--- src/rtl/dpi_flow_ctx_feeder_pkg.sv ---
// Shared types and default widths for the per-flow DFA context feeder.
package dpi_ctx_pkg;

   localparam int STATE_W_DEF = 11;
   localparam int FLOW_W_DEF  = 6;
   localparam int OFS_W_DEF   = 16;

   typedef enum logic [2:0] {
      ST_INIT    = 3'd0,
      ST_IDLE    = 3'd1,
      ST_RD      = 3'd2,
      ST_RESTORE = 3'd3,
      ST_STREAM  = 3'd4,
      ST_SAVE    = 3'd5
   } fsm_t;

endpackage

--- src/rtl/dpi_flow_ctx_feeder_ram.sv ---
// Per-flow DFA context store: one write port, one registered read port.
module dpi_ctx_ram #(
   parameter int AW = 6,
   parameter int DW = 11
) (
   input  logic          clk,
   input  logic          we,
   input  logic [AW-1:0] waddr,
   input  logic [DW-1:0] wdata,
   input  logic          re,
   input  logic [AW-1:0] raddr,
   output logic [DW-1:0] rdata
);

   logic [DW-1:0] mem [2**AW];

   // NOTE: the array has no reset; the feeder's INIT sweep zeroes it, which keeps this a plain RAM macro.
   always_ff @(posedge clk) begin
      if (we) mem[waddr] <= wdata;
      if (re) rdata <= mem[raddr];
   end

endmodule

--- src/rtl/dpi_flow_ctx_feeder.sv ---
// Restores a flow's DFA state on SOP, streams payload into the matcher, saves the state on EOP.
module dpi_flow_ctx_feeder
   import dpi_ctx_pkg::*;
#(
   parameter int STATE_W = STATE_W_DEF,
   parameter int FLOW_W  = FLOW_W_DEF,
   parameter int OFS_W   = OFS_W_DEF
) (
   input  logic               clk,
   input  logic               rst,
   input  logic               pkt_vld,
   output logic               pkt_rdy,
   input  logic [7:0]         pkt_data,
   input  logic               pkt_sop,
   input  logic               pkt_eop,
   input  logic [FLOW_W-1:0]  pkt_flow,
   output logic [7:0]         m_char,
   output logic               m_char_vld,
   output logic [STATE_W-1:0] m_state_in,
   output logic               m_state_in_vld,
   input  logic [STATE_W-1:0] m_state_out,
   input  logic               m_accept,
   input  logic               ctx_clr_vld,
   input  logic [FLOW_W-1:0]  ctx_clr_flow,
   output logic               ctx_clr_rdy,
   output logic               match_vld,
   output logic [FLOW_W-1:0]  match_flow,
   output logic [OFS_W-1:0]   match_ofs,
   output logic               err,
   output logic               busy
);

   fsm_t               state, state_nxt;
   logic [FLOW_W-1:0]  init_cnt;
   logic [FLOW_W-1:0]  flow_q;
   logic [OFS_W-1:0]   ofs_q;
   logic               first_q;
   logic               err_set;
   logic               sop_abort;

   logic               ram_we;
   logic [FLOW_W-1:0]  ram_waddr;
   logic [STATE_W-1:0] ram_wdata;
   logic               ram_re;
   logic [STATE_W-1:0] ram_q;

   dpi_ctx_ram #(
      .AW (FLOW_W),
      .DW (STATE_W)
   ) u_ram (
      .clk   (clk),
      .we    (ram_we),
      .waddr (ram_waddr),
      .wdata (ram_wdata),
      .re    (ram_re),
      .raddr (flow_q),
      .rdata (ram_q)
   );

   // NOTE: every signal gets a default before the case so no path leaves one unassigned (no latches).
   always_comb begin
      state_nxt      = state;
      pkt_rdy        = 1'b0;
      ctx_clr_rdy    = 1'b0;
      ram_we         = 1'b0;
      ram_waddr      = init_cnt;
      ram_wdata      = '0;
      ram_re         = 1'b0;
      err_set        = 1'b0;
      sop_abort      = 1'b0;
      m_state_in_vld = 1'b0;
      busy           = 1'b0;
      case (state)
         ST_INIT: begin
            busy   = 1'b1;
            ram_we = 1'b1;
            if (init_cnt == '1) state_nxt = ST_IDLE;
         end
         ST_IDLE: begin
            ctx_clr_rdy = 1'b1;
            pkt_rdy     = ~(pkt_vld & pkt_sop);
            err_set     = pkt_vld & ~pkt_sop;
            // A clear wins over a waiting SOP; the SOP beat stays held until the next cycle.
            if (ctx_clr_vld) begin
               ram_we    = 1'b1;
               ram_waddr = ctx_clr_flow;
            end else if (pkt_vld && pkt_sop) begin
               state_nxt = ST_RD;
            end
         end
         ST_RD: begin
            ram_re    = 1'b1;
            state_nxt = ST_RESTORE;
         end
         ST_RESTORE: begin
            m_state_in_vld = 1'b1;
            state_nxt      = ST_STREAM;
         end
         ST_STREAM: begin
            // Only the packet's own held SOP beat may carry sop; any later SOP means a lost EOP.
            sop_abort = pkt_vld & pkt_sop & ~first_q;
            pkt_rdy   = ~sop_abort;
            if (sop_abort) begin
               err_set   = 1'b1;
               state_nxt = ST_SAVE;
            end else if (pkt_vld && pkt_eop) begin
               state_nxt = ST_SAVE;
            end
         end
         ST_SAVE: begin
            ram_we    = 1'b1;
            ram_waddr = flow_q;
            ram_wdata = m_state_out;
            state_nxt = ST_IDLE;
         end
         default: state_nxt = ST_INIT;
      endcase
   end

   assign m_char     = pkt_data;
   assign m_char_vld = (state == ST_STREAM) & pkt_vld & pkt_rdy;
   assign m_state_in = (state == ST_RESTORE) ? ram_q : '0;

   // NOTE: all state below uses non-blocking assignment so every register samples pre-edge values.
   always_ff @(posedge clk) begin
      if (rst) begin
         state      <= ST_INIT;
         init_cnt   <= '0;
         flow_q     <= '0;
         ofs_q      <= '0;
         first_q    <= 1'b0;
         match_vld  <= 1'b0;
         match_flow <= '0;
         match_ofs  <= '0;
         err        <= 1'b0;
      end else begin
         state     <= state_nxt;
         err       <= err_set;
         match_vld <= m_char_vld & m_accept;
         if (state == ST_INIT) init_cnt <= init_cnt + 1'b1;
         if (state == ST_IDLE && state_nxt == ST_RD) flow_q <= pkt_flow;
         if (state == ST_RESTORE) begin
            ofs_q   <= '0;
            first_q <= 1'b1;
         end
         if (m_char_vld) begin
            match_flow <= flow_q;
            match_ofs  <= ofs_q;
            first_q    <= 1'b0;
            if (ofs_q != '1) ofs_q <= ofs_q + 1'b1;
         end
      end
   end

endmodule

--- config.mk ---
export PLATFORM = sky130hd
export DESIGN_NAME = dpi_flow_ctx_feeder
export DESIGN_NICKNAME = d
export VERILOG_FILES = /design/src/rtl/dpi_flow_ctx_feeder_pkg.sv /design/src/rtl/dpi_flow_ctx_feeder_ram.sv /design/src/rtl/dpi_flow_ctx_feeder.sv
export SDC_FILE = /design/constraint.sdc
export NUM_CORES = 1
export LEC_CHECK = 0
export CORE_MARGIN = 2
export CORE_UTILIZATION = 66
export CTS_CLUSTER_DIAMETER = 150
export DETAILED_ROUTE_END_ITERATION = 10
export PLACE_DENSITY = 0.84
export SYNTH_ARGS = -nofsm -noshare
export SYNTH_HDL_FRONTEND = slang
export SYNTH_SLANG_ARGS = --single-unit
export TNS_END_PERCENT = 1
--- constraint.sdc ---
create_clock -name clk -period 6.4 [get_ports clk]
set_clock_uncertainty 0.2 [all_clocks]
set_input_delay 1.28 -clock clk [delete_from_list [all_inputs] [get_ports clk]]
set_output_delay 1.28 -clock clk [all_outputs]
set_load 0.005 [all_outputs]
==> flow_metrics.env <==
export IMPL_run_status="completed"
export IMPL_route_detailed_wl_per_inst_um=33.1
export IMPL_timing_setup_tns_ps=0
export IMPL_dominantRegCellSynth="sky130_fd_sc_hd__edfxtp_1"
export IMPL_criticalPathCategory="reg -> out"
export IMPL_syn2layout_area_growth_pct=11.4
export IMPL_fmaxAchievable_ghz=0.202
export IMPL_post_synth_num_cell_types=60
export IMPL_root_buffer_cell="sky130_fd_sc_hd__clkbuf_16"
export IMPL_rsz0062_at_grt="no"
export IMPL_stdcell_count=2367
export IMPL_report_final_setup_viol=0
export IMPL_cp_cell_sequence="inv_1, nor2_1, nand2_1, inv_1, clkdlybuf4s50_1"
export IMPL_worstMarginPinSlew_ps=1170
export IMPL_slew_headroom=0.218
export IMPL_syn_area_sq_um=30400
export IMPL_critPathSlowestCell="sky130_fd_sc_hd__nor2_1"
export IMPL_netlist_top_cells_count="715 x sky130_fd_sc_hd__edfxtp_1, 170 x sky130_fd_sc_hd__mux4_2, 114 x sky130_fd_sc_hd__nor2_1"
export IMPL_drc=0
export IMPL_reg2reg_to="u_ram.mem[6][7]"
export IMPL_drt_iter0_drc=3119
export IMPL_cts_hold_repair_buffers=0
export IMPL_post_route_cell_area_sq_um=33900
export IMPL_fp_row_count=78
export IMPL_wire_length_of_the_first_global_routing_pass_um=115000
export IMPL_max_clock_path_buffers=3
export IMPL_worstPathBufferInverterCount=3
export IMPL_drv_slew=0
export IMPL_crit_path_max_incr_delay_ps=780
export IMPL_floorplan_die_area_sq_um=47800
export IMPL_core_sq_um=45500
export IMPL_initial_utilization=0.669
export IMPL_first_global_vias=16801
export IMPL_syn_nets=1688
export IMPL_tritoncts="built"
export IMPL_grt_max_degree=151
export IMPL_hold_class="reg -> reg"
export IMPL_synth_top_cells_by_area="sky130_fd_sc_hd__edfxtp_1 71%, sky130_fd_sc_hd__mux4_2 13%, sky130_fd_sc_hd__dfxtp_1 3.7%, sky130_fd_sc_hd__nor2_1 1.4%, sky130_fd_sc_hd__nand2_1 1.3%"
export IMPL_p_leak_nw=10.6
export IMPL_rr_worst_depth=5
export IMPL_critical_path_peak_fanout=14
export IMPL_globalRouteOverflowTotal=0
export IMPL_max_vdd_ir_drop_v=0.000270
export IMPL_power_per_cell_area_nw_per_um2=291
export IMPL_worstPathArrival_ps=3480
export IMPL_io_pin_count=86
export IMPL_global_route_usage_total=0.337
export IMPL_period_minus_slack_ps=4960
export IMPL_place_area_sq_um=31600
export IMPL_die_width_um=219
export IMPL_post_synth_top_count_cell="sky130_fd_sc_hd__edfxtp_1"
export IMPL_routability_cong=0.900
export IMPL_hold_path_cell_count=2
export IMPL_worstPathRequired_ps=4920
export IMPL_clock_latency_ps=620
export IMPL_yosys_warnings=0
export IMPL_post_cts_resized=0
export IMPL_total_number_of_clock_tree_sinks=771
export IMPL_synth_cells=1648
export IMPL_tritoncts_buffers=75
export IMPL_per_instance_average_area_after_synthesis_sq_um=18.5
export IMPL_post_cts_setup_buffers=0
export IMPL_cp_start_kind="flip-flop"
export IMPL_critPathMostFrequentCell="sky130_fd_sc_hd__inv_1"
export IMPL_clk_pin_slew_worst_paths_ps=60
export IMPL_grt_antenna_before_repair=2
export IMPL_ys_ff_latch=771
export IMPL_timing_final_crit_share=0.775
export IMPL_proportion_of_synthesized_chip_area_in_sequential_cells=0.743
export IMPL_hold_start="match_ofs[10]"
export IMPL_synth_top_area_cell="sky130_fd_sc_hd__edfxtp_1"
export IMPL_synth_async_reset_ratio=0
export IMPL_finish_net_count=1751
export IMPL_worst_path_dominant_cell_family="simple AND/OR/NAND/NOR gates"
export IMPL_fp_dieH_um=219
export IMPL_timing_reg2reg_setup_slack_ps=1990
export IMPL_dr_pass1_iters=7
export IMPL_cts_htree_levels=3
export IMPL_placed_cells_incl_taps=2234
export IMPL_post_synth_top_area_fraction=0.706
export IMPL_layout_drive_gt1_share=0.189
export IMPL_total_wire_length_after_detailed_routing_um=78300
export IMPL_hold_path_endpoint="match_ofs[10]"
export IMPL_avgViaCountPerCell=7.31
export IMPL_port_buffers=69
export IMPL_vias=17311
export IMPL_final_antenna_violating_net_count=0
export IMPL_dp_final_hpwl_um=43800
export IMPL_synth_edf_count=715
export IMPL_worst_r2r_start="state[2]"
export IMPL_worst_setup_path_end_kind="output pin"
export IMPL_finalHoldViolations=0
export IMPL_cap_viol_max_count=0
-- layer usage --
metal	routed length, um	share of wire	GRT usage	up-vias
li1	-	-	-	6760
met5	0	0	0	-
met3	10400	0.13	0.0807	272
met4	4100	0.052	0.147	0
met2	36200	0.46	0.511	1620
met1	27600	0.35	0.479	8659
-- worst min-delay path: cells and delay by family, from the launching register on --
| kind | cells | cell delay [ps] |
|---|---|---|
| compound gates | 1 | 50 |
| simple gates | 1 | 50 |
| flops | 1 | 310 |
-- cells by family after synthesis --
group | count (synthesis) | synth area share
muxes | 221 | 0.143
xor gates and xnor gates | 8 | 0.00230
buffers and inverters | 113 | 0.0173
and+or+nand+nor | 364 | 0.0573
AOI/OAI and AO/OA | 169 | 0.0365
adders and majority gates | 2 | 0.000822
DFF | 771 | 0.743
-- cell type report --
cell class | instances | area, sq um
sequential | 771 | 22600
fill | 2410 | 11600
multi-input combinational | 764 | 7330
clock buffer | 101 | 2030
timing repair buffer | 87 | 846
tap | 600 | 751
clock inverter | 31 | 277
inverter | 12 | 45.0
antenna | 1 | 2.50
-- placed cells by master (no fill, tap or decap), types with 15 or more instances in the layout --
master	Yosys	final
sky130_fd_sc_hd__clkbuf_1	39	23
sky130_fd_sc_hd__o21ai_0	28	28
sky130_fd_sc_hd__and3_1	26	15
sky130_fd_sc_hd__nand2_1	107	107
sky130_fd_sc_hd__o22ai_1	26	26
sky130_fd_sc_hd__mux2i_1	37	37
sky130_fd_sc_hd__dfxtp_1	56	53
sky130_fd_sc_hd__edfxtp_1	715	715
sky130_fd_sc_hd__clkdlybuf4s50_1	0	68
sky130_fd_sc_hd__a21oi_1	49	49
sky130_fd_sc_hd__nor2_1	114	114
sky130_fd_sc_hd__buf_4	12	16
sky130_fd_sc_hd__nand3_1	31	31
sky130_fd_sc_hd__clkbuf_16	0	77
sky130_fd_sc_hd__mux4_2	170	170
-- power breakdown --
group | switching [mW] | internal [mW]
clock network | 1.86 | 2.39
logic | 0.0881 | 0.0480
registers | 0.0110 | 5.45
-- how the worst max path moves through the flow --
stage	slack, ps	start	end	cells after the start
2_1_floorplan	2600	pkt_sop	m_char_vld	6
3_3_place_gp	1270	ctx_clr_vld	u_ram.mem[5][6]	6
3_5_place_dp	1120	ctx_clr_vld	u_ram.mem[13][10]	6
4_1_cts	1540	state[0]	m_state_in_vld	5
5_1_grt	1220	state[0]	m_state_in_vld	5
6_report	1440	state[0]	m_state_in_vld	5
-- per-stage QoR --
stage | util | power, mW | hold WS (ps) | setup slack, ps
finish | 0.745 | 9.85 | 258 | 1440
global route | 0.745 | 10.0 | 270 | 1220
CTS | 0.745 | 9.85 | 258 | 1540
detailed placement | 0.694 | 5.70 | 249 | 1120
global placement | 0.694 | 5.69 | 243 | 1270
floorplan | - | 5.64 | 253 | 2600
-- sequential cells by signal (all words and copies together) (netlist names) --
register and count:
err 1, first_q 1, flow_q 6, init_cnt 6, match_flow 6, match_ofs 16, match_vld 1, ofs_q 16
state 3, u_ram.mem 704, u_ram.rdata 11
Power figures use the tool's default switching activity.
